[config.mk]
export PLATFORM = sky130hd
export DESIGN_NAME = covid_drip_scheduler
export DESIGN_NICKNAME = d
export VERILOG_FILES = /design/src/rtl/covid_pkg.sv /design/src/rtl/covid_drip_lfsr.sv /design/src/rtl/covid_drip_scheduler.sv
export SDC_FILE = /design/constraint.sdc
export NUM_CORES = 1
export LEC_CHECK = 0
export CORE_AREA = 3 3 74 76
export CTS_CLUSTER_SIZE = 10
export DETAILED_ROUTE_END_ITERATION = 16
export DIE_AREA = 0 0 77 79
export PLACE_DENSITY = 0.78
export REMOVE_ABC_BUFFERS = 1
export SYNTH_ARGS = -nofsm -noshare
export SYNTH_HDL_FRONTEND = slang
export SYNTH_SLANG_ARGS = --single-unit
[constraint.sdc]
create_clock -name clk -period 2.9 [get_ports clk]
set_input_delay 0.29 -clock clk [delete_from_list [all_inputs] [get_ports clk]]
set_output_delay 0.29 -clock clk [all_outputs]
set_load 0.02 [all_outputs]
[src/rtl/covid_pkg.sv]
// Shared types and constants for the covid drip scheduler and its LFSR.
package covid_pkg;

  localparam int COORD_W     = 11;
  localparam int FRAME_CNT_W = 8;
  localparam logic [7:0] LFSR_SEED = 8'hA5;

  typedef enum logic [1:0] {FREE, ARMED, DONE} slot_state_t;
  typedef enum logic [1:0] {IDLE, WAIT, LAUNCH, EXHAUSTED} sched_state_t;

  // Maximal-length 8-bit Fibonacci step, taps 8,6,5,4.
  function automatic logic [7:0] lfsr_step(input logic [7:0] q);
    return {q[6:0], q[7] ^ q[5] ^ q[4] ^ q[3]};
  endfunction

endpackage

[src/rtl/covid_drip_lfsr.sv]
// 8-bit LFSR that advances once per strobe; used only for release-period jitter.
module covid_drip_lfsr
  import covid_pkg::*;
(
  input  logic       clk,
  input  logic       reset,
  input  logic       advance,
  output logic [7:0] value
);

  always_ff @(posedge clk or posedge reset) begin
    if (reset)
      value <= LFSR_SEED;
    else if (advance)
      value <= lfsr_step(value);
  end

endmodule

[src/rtl/covid_drip_scheduler.sv]
// Decides when the enemy drops a covid drip and which slot receives it.
// Optional release-period jitter is enabled by defining COVID_DRIP_JITTER_EN.
module covid_drip_scheduler
  import covid_pkg::*;
#(
  parameter int NUM_SLOTS          = 4,
  parameter int DRIP_PERIOD_FRAMES = 45,
  parameter int MAX_ACTIVE         = 2
) (
  input  logic                 clk,
  input  logic                 reset,
  input  logic                 startOfFrame,
  input  logic                 gameActive,
  input  logic                 levelStart,
  input  logic [COORD_W-1:0]   enemyTopLeftX,
  input  logic [COORD_W-1:0]   enemyTopLeftY,
  input  logic [NUM_SLOTS-1:0] slotHit,
  output logic [NUM_SLOTS-1:0] dripStart,
  output logic [NUM_SLOTS-1:0] covidDisapper,
  output logic [COORD_W-1:0]   launchX,
  output logic [COORD_W-1:0]   launchY,
  output logic [3:0]           activeCount,
  output logic                 allSpent
);

  sched_state_t state, state_next;
  logic [FRAME_CNT_W-1:0] frame_cnt, frame_cnt_next, target;
  slot_state_t slot_q [NUM_SLOTS];
  slot_state_t slot_d [NUM_SLOTS];
  logic [NUM_SLOTS-1:0] free_mask, launch_onehot, retire, armed_next;
  logic [3:0] active_next;
  logic launch_fire, launch_take, found, due, can_launch, last_free;

  assign launch_take = launch_fire & ~levelStart;

`ifdef COVID_DRIP_JITTER_EN
  logic [7:0] lfsr_value;

  covid_drip_lfsr u_lfsr (
    .clk     (clk),
    .reset   (reset),
    .advance (launch_take),
    .value   (lfsr_value)
  );

  function automatic logic [FRAME_CNT_W-1:0] jitter_target(input logic [7:0] r);
    logic [8:0] sum;
    sum = 9'(DRIP_PERIOD_FRAMES) + {5'd0, r[3:0]};
    return sum[8] ? 8'hFF : sum[7:0];
  endfunction

  // Target always tracks the current LFSR value, so it is reloaded with the advanced one.
  always_ff @(posedge clk or posedge reset) begin
    if (reset)
      target <= jitter_target(LFSR_SEED);
    else if (launch_take)
      target <= jitter_target(lfsr_step(lfsr_value));
  end
`else
  assign target = FRAME_CNT_W'(DRIP_PERIOD_FRAMES);
`endif

  always_comb begin
    free_mask     = '0;
    launch_onehot = '0;
    found         = 1'b0;
    for (int i = 0; i < NUM_SLOTS; i++) begin
      free_mask[i] = (slot_q[i] == FREE);
      if (free_mask[i] && !found) begin
        launch_onehot[i] = 1'b1;
        found            = 1'b1;
      end
    end
  end

  assign last_free  = ((free_mask & ~launch_onehot) == '0);
  assign can_launch = (|free_mask) && (activeCount < 4'(MAX_ACTIVE));
  // The counter saturates at the target, so ">=" keeps a stalled release pending.
  assign due = (frame_cnt >= target) ||
               (startOfFrame && (frame_cnt == target - 8'd1));

  always_comb begin
    state_next     = state;
    frame_cnt_next = frame_cnt;
    launch_fire    = 1'b0;
    case (state)
      IDLE: begin
        if (gameActive)
          state_next = WAIT;
      end
      WAIT: begin
        if (gameActive) begin
          if (startOfFrame && (frame_cnt < target))
            frame_cnt_next = frame_cnt + 8'd1;
          if (due && can_launch)
            state_next = LAUNCH;
        end
      end
      LAUNCH: begin
        launch_fire    = 1'b1;
        frame_cnt_next = '0;
        state_next     = last_free ? EXHAUSTED : WAIT;
      end
      EXHAUSTED: begin
        state_next = EXHAUSTED;
      end
      default: state_next = IDLE;
    endcase
  end

  always_ff @(posedge clk or posedge reset) begin
    if (reset) begin
      state     <= IDLE;
      frame_cnt <= '0;
    end else if (levelStart) begin
      state     <= IDLE;
      frame_cnt <= '0;
    end else begin
      state     <= state_next;
      frame_cnt <= frame_cnt_next;
    end
  end

  // Retirement is checked before launch; a slot being launched is FREE, so its hit is ignored.
  always_comb begin
    retire      = '0;
    armed_next  = '0;
    active_next = '0;
    for (int i = 0; i < NUM_SLOTS; i++) begin
      slot_d[i] = slot_q[i];
      if (slot_q[i] == ARMED && slotHit[i]) begin
        slot_d[i] = DONE;
        retire[i] = 1'b1;
      end else if (launch_fire && launch_onehot[i]) begin
        slot_d[i] = ARMED;
      end
      armed_next[i] = (slot_d[i] == ARMED);
      active_next   = active_next + {3'd0, armed_next[i]};
    end
  end

  always_ff @(posedge clk or posedge reset) begin
    if (reset) begin
      for (int i = 0; i < NUM_SLOTS; i++)
        slot_q[i] <= FREE;
      dripStart     <= '0;
      covidDisapper <= '0;
      activeCount   <= '0;
      launchX       <= '0;
      launchY       <= '0;
    end else if (levelStart) begin
      for (int i = 0; i < NUM_SLOTS; i++)
        slot_q[i] <= FREE;
      dripStart     <= '0;
      covidDisapper <= '0;
      activeCount   <= '0;
    end else begin
      for (int i = 0; i < NUM_SLOTS; i++)
        slot_q[i] <= slot_d[i];
      dripStart     <= armed_next;
      covidDisapper <= retire;
      activeCount   <= active_next;
      if (launch_fire) begin
        launchX <= enemyTopLeftX;
        launchY <= enemyTopLeftY;
      end
    end
  end

  assign allSpent = (free_mask == '0) && (activeCount == 4'd0);

endmodule

==> out/qor.csv <==
metric,value,unit
row count,25,
full die area,6080,um^2
largest cells by area after synthesis,"dfrtp_1, mux2_2, ha_1, nor3_1, nor2_1",
core area,4790,um^2
mux share of post-synthesis cell area,11.3,%
adder-cell share of the synthesized area,4.16,%
Hold WS,0.248,ns
total CTS buffers,5,
outcome,completed,
"Period Utilization, post-route",88.9,%
register bit count reported by yosys,51,
Pre-antenna DRT Iters,4,
Post-Route Skew,0.00841,ns
Least-Margin Pin Slew,0.517,ns
"Clk Latency, worst-skew pair",0.30,ns
worst-path maximum fanout,9,
HPWL after DPL,3480,um
H-tree lvl count,2,
Mapped Cells,202,
post-synth cell types,40,
"Area growth, synth to finish",35.2,%
"leading cell type in the layout, fill and taps excluded",clkdlybuf4s50_1,
most frequent cells in the layout,"clkdlybuf4s50_1, dfrtp_1, mux2_2, nor2_1, nor3_1",
reg2reg path depth,8,
highest-delay cell along the critical path,fa_1,
CTS tree,yes,
vias in the first global route,1701,
final setup vio count,0,
"Setup Fix Bufs, Post-CTS",0,
worst-path cell chain,nand2b_1 > nor4_1 > a21o_1 > nor2b_1 > fa_1 > ha_1 > ha_1 > nor2b_1,
Mean Syn Cell Area,11.3,um^2
XOR/XNOR Fraction of Synth Area,0.383,%
input/output buffers,64,
Fill cells,382,
first-pass GRT wire length,8070,um
"Reg clk slew, reported paths",0.09,ns
arrival time worst endpoint,2.76,ns
RSZ-0062 raised after global routing,no,
CTS resizes,0,
Nets,303,
gr ovfl total,0,
DRC,0,
Post-Syn Area,2290,um^2
P_leak,0.00134,uW
largest family of logic cells by synthesized area,simple AND/OR/NAND/NOR gates,
share of layout cells above drive strength 1,14.7,%
Peak supply drop,0.252,mV
Root Buffer,clkbuf_8,
Avg Vias per Cell,5.18,
WP data required,3.08,ns
RD Place Congestion,0.771,
Synth Area in Compound Gates,9.19,%
Synth Area in Simple Gates,15.3,%
initial antenna violation count,0,
CTS Sinks,51,
setup tns final,0,ns
I/O pin cnt,66,
Routed WL per cell,14.2,um
kind of critical path,flop to flop,
CP top delay family,simple AND/OR/NAND/NOR gates,
Die Ht,79,um
Reg area,1280,um^2
largest net degree at the start of global routing,39,
"Seq/Total Area, Yosys",55.8,%
Antenna diodes,0,
Worst path depth,8,
Synth area leader,dfrtp_1,
critical path endpoint category,flop,
via count,1721,
max incr delay on CP,0.44,ns
initial drt markers,70,
Global Route Usage Sum,16.4,%
Clock Tree Buf Depth,2,
final hold vios,0,
Buffers & Inverters on Critical Path,0,
maxcap violations,0,
pwr/cell area,464,nW/um^2
Achievable Freq,0.388,GHz
Synth Warn #,0,
Min-Delay Path Class,input pin to asynchronous set/reset pin,
die span in x,77,um
Starting Density,47.8,%
Setup crit start kind,flop,
min Tclk post-route,2.58,ns
max-slew violations,0,
hold buffers post-CTS,0,
Slew headroom,65.5,%
Post-DRT Antenna Nets,0,
post-synth top area share,55.8,%
Routed WL,4700,um
area of the multi-input gates,928,um^2
-- metrics by stage --
step	utilization [%]	setup WS (ns)	instances	total power [uW]	instance area [um^2]
after floorplan	-	0.601	191	855	2240
after global placement	62.4	0.433	325	972	2990
after detailed placement	62.4	0.310	325	978	2990
after CTS	64.6	0.303	332	1460	3090
after global routing	64.6	0.108	332	1500	3090
final	64.6	0.321	332	1430	3090
-- cells in the mapped netlist --
| master | count |
|---|---|
| buf_4 | 1 |
| or4_1 | 2 |
| fa_1 | 1 |
| o211ai_2 | 1 |
| a31oi_1 | 3 |
| a21o_2 | 1 |
| nor4b_1 | 1 |
| nor2_1 | 17 |
| dfrtp_1 | 51 |
| a211oi_1 | 1 |
| or3_1 | 1 |
| mux2_2 | 22 |
| nand2b_1 | 3 |
| nand3_1 | 8 |
| o21ai_0 | 4 |
| a211oi_4 | 1 |
| and3_1 | 2 |
| mux2i_1 | 1 |
| o2111ai_1 | 2 |
| or3_2 | 1 |
| nand4b_1 | 1 |
| nor4_1 | 2 |
| ha_1 | 6 |
| conb_1 | 1 |
| nor3b_1 | 1 |
| a21oi_1 | 11 |
| nor3_1 | 14 |
| xnor2_1 | 1 |
| and3b_1 | 1 |
| nand2_1 | 7 |
| nand4_1 | 2 |
| buf_2 | 5 |
| nor2b_1 | 5 |
| a21o_1 | 1 |
| a31o_2 | 1 |
| inv_1 | 9 |
| o22ai_1 | 3 |
| o21a_1 | 2 |
| clkbuf_1 | 4 |
| buf_1 | 1 |
-- worst reg2reg max path: cells and delay by family, from the launching register on --
family / cells / cell delay (ns)
flops: 1 / 0.43
simple gates: 4 / 0.95
compound gates: 1 / 0.13
fa+ha+maj: 3 / 0.95
-- power by group --
part / total [uW] / internal, uW / switching [uW]
Clock: 475 / 252 / 223
Combinational: 204 / 111 / 92.8
Sequential: 756 / 740 / 15.5
-- worst paths after layout --
kind	start	endpoint	slack, ns
worst max-delay path	state[0]	activeCount[1]	0.32
worst min register to register	launchX[8]	launchX[8]	0.51
worst max register to register	state[0]	activeCount[1]	0.32
max in group asynchronous	reset	frame_cnt[1]	1.88
worst min-delay path	reset	launchY[5]	0.25
min in group clk	launchX[8]	launchX[8]	0.51
-- cell families (layout without fill, tap and decap cells) --
group,Yosys count,count (layout)
other,1,1
flip-flops,51,51
AO/OA/AOI/OAI,31,31
adder cells (fa/ha/maj),7,7
multiplexers,23,23
XOR/XNOR,1,1
AND/OR/NAND/NOR,68,68
buffers and inverters,20,83
-- sequential cells by signal, summed over array words and instances (netlist names) --
signal         cells
frame_cnt          8
slot_q             8
activeCount        3
covidDisapper      4
launchX           11
state              2
dripStart          4
launchY           11
-- metal layers --
layer,vias to the layer above,wire length [um],global-route usage (%),part of all wire [%]
li1,834,-,-,-
met1,817,2200,23.4,47
met2,66,2100,25.1,45
met3,4,369,4.42,7.9
met4,0,31,4.27,0.66
met5,-,0,0,0
-- cell type report --
cell class | instances | area share (%)
clock buffers | 5 | 2.23
well taps | 67 | 2.71
clock inverters | 2 | 1.21
flip-flops and latches | 51 | 41.3
inverters | 9 | 1.09
multi-input cells | 131 | 30.0
repair buffers | 67 | 21.4
Note: power is estimated with default switching activity, not from simulation.
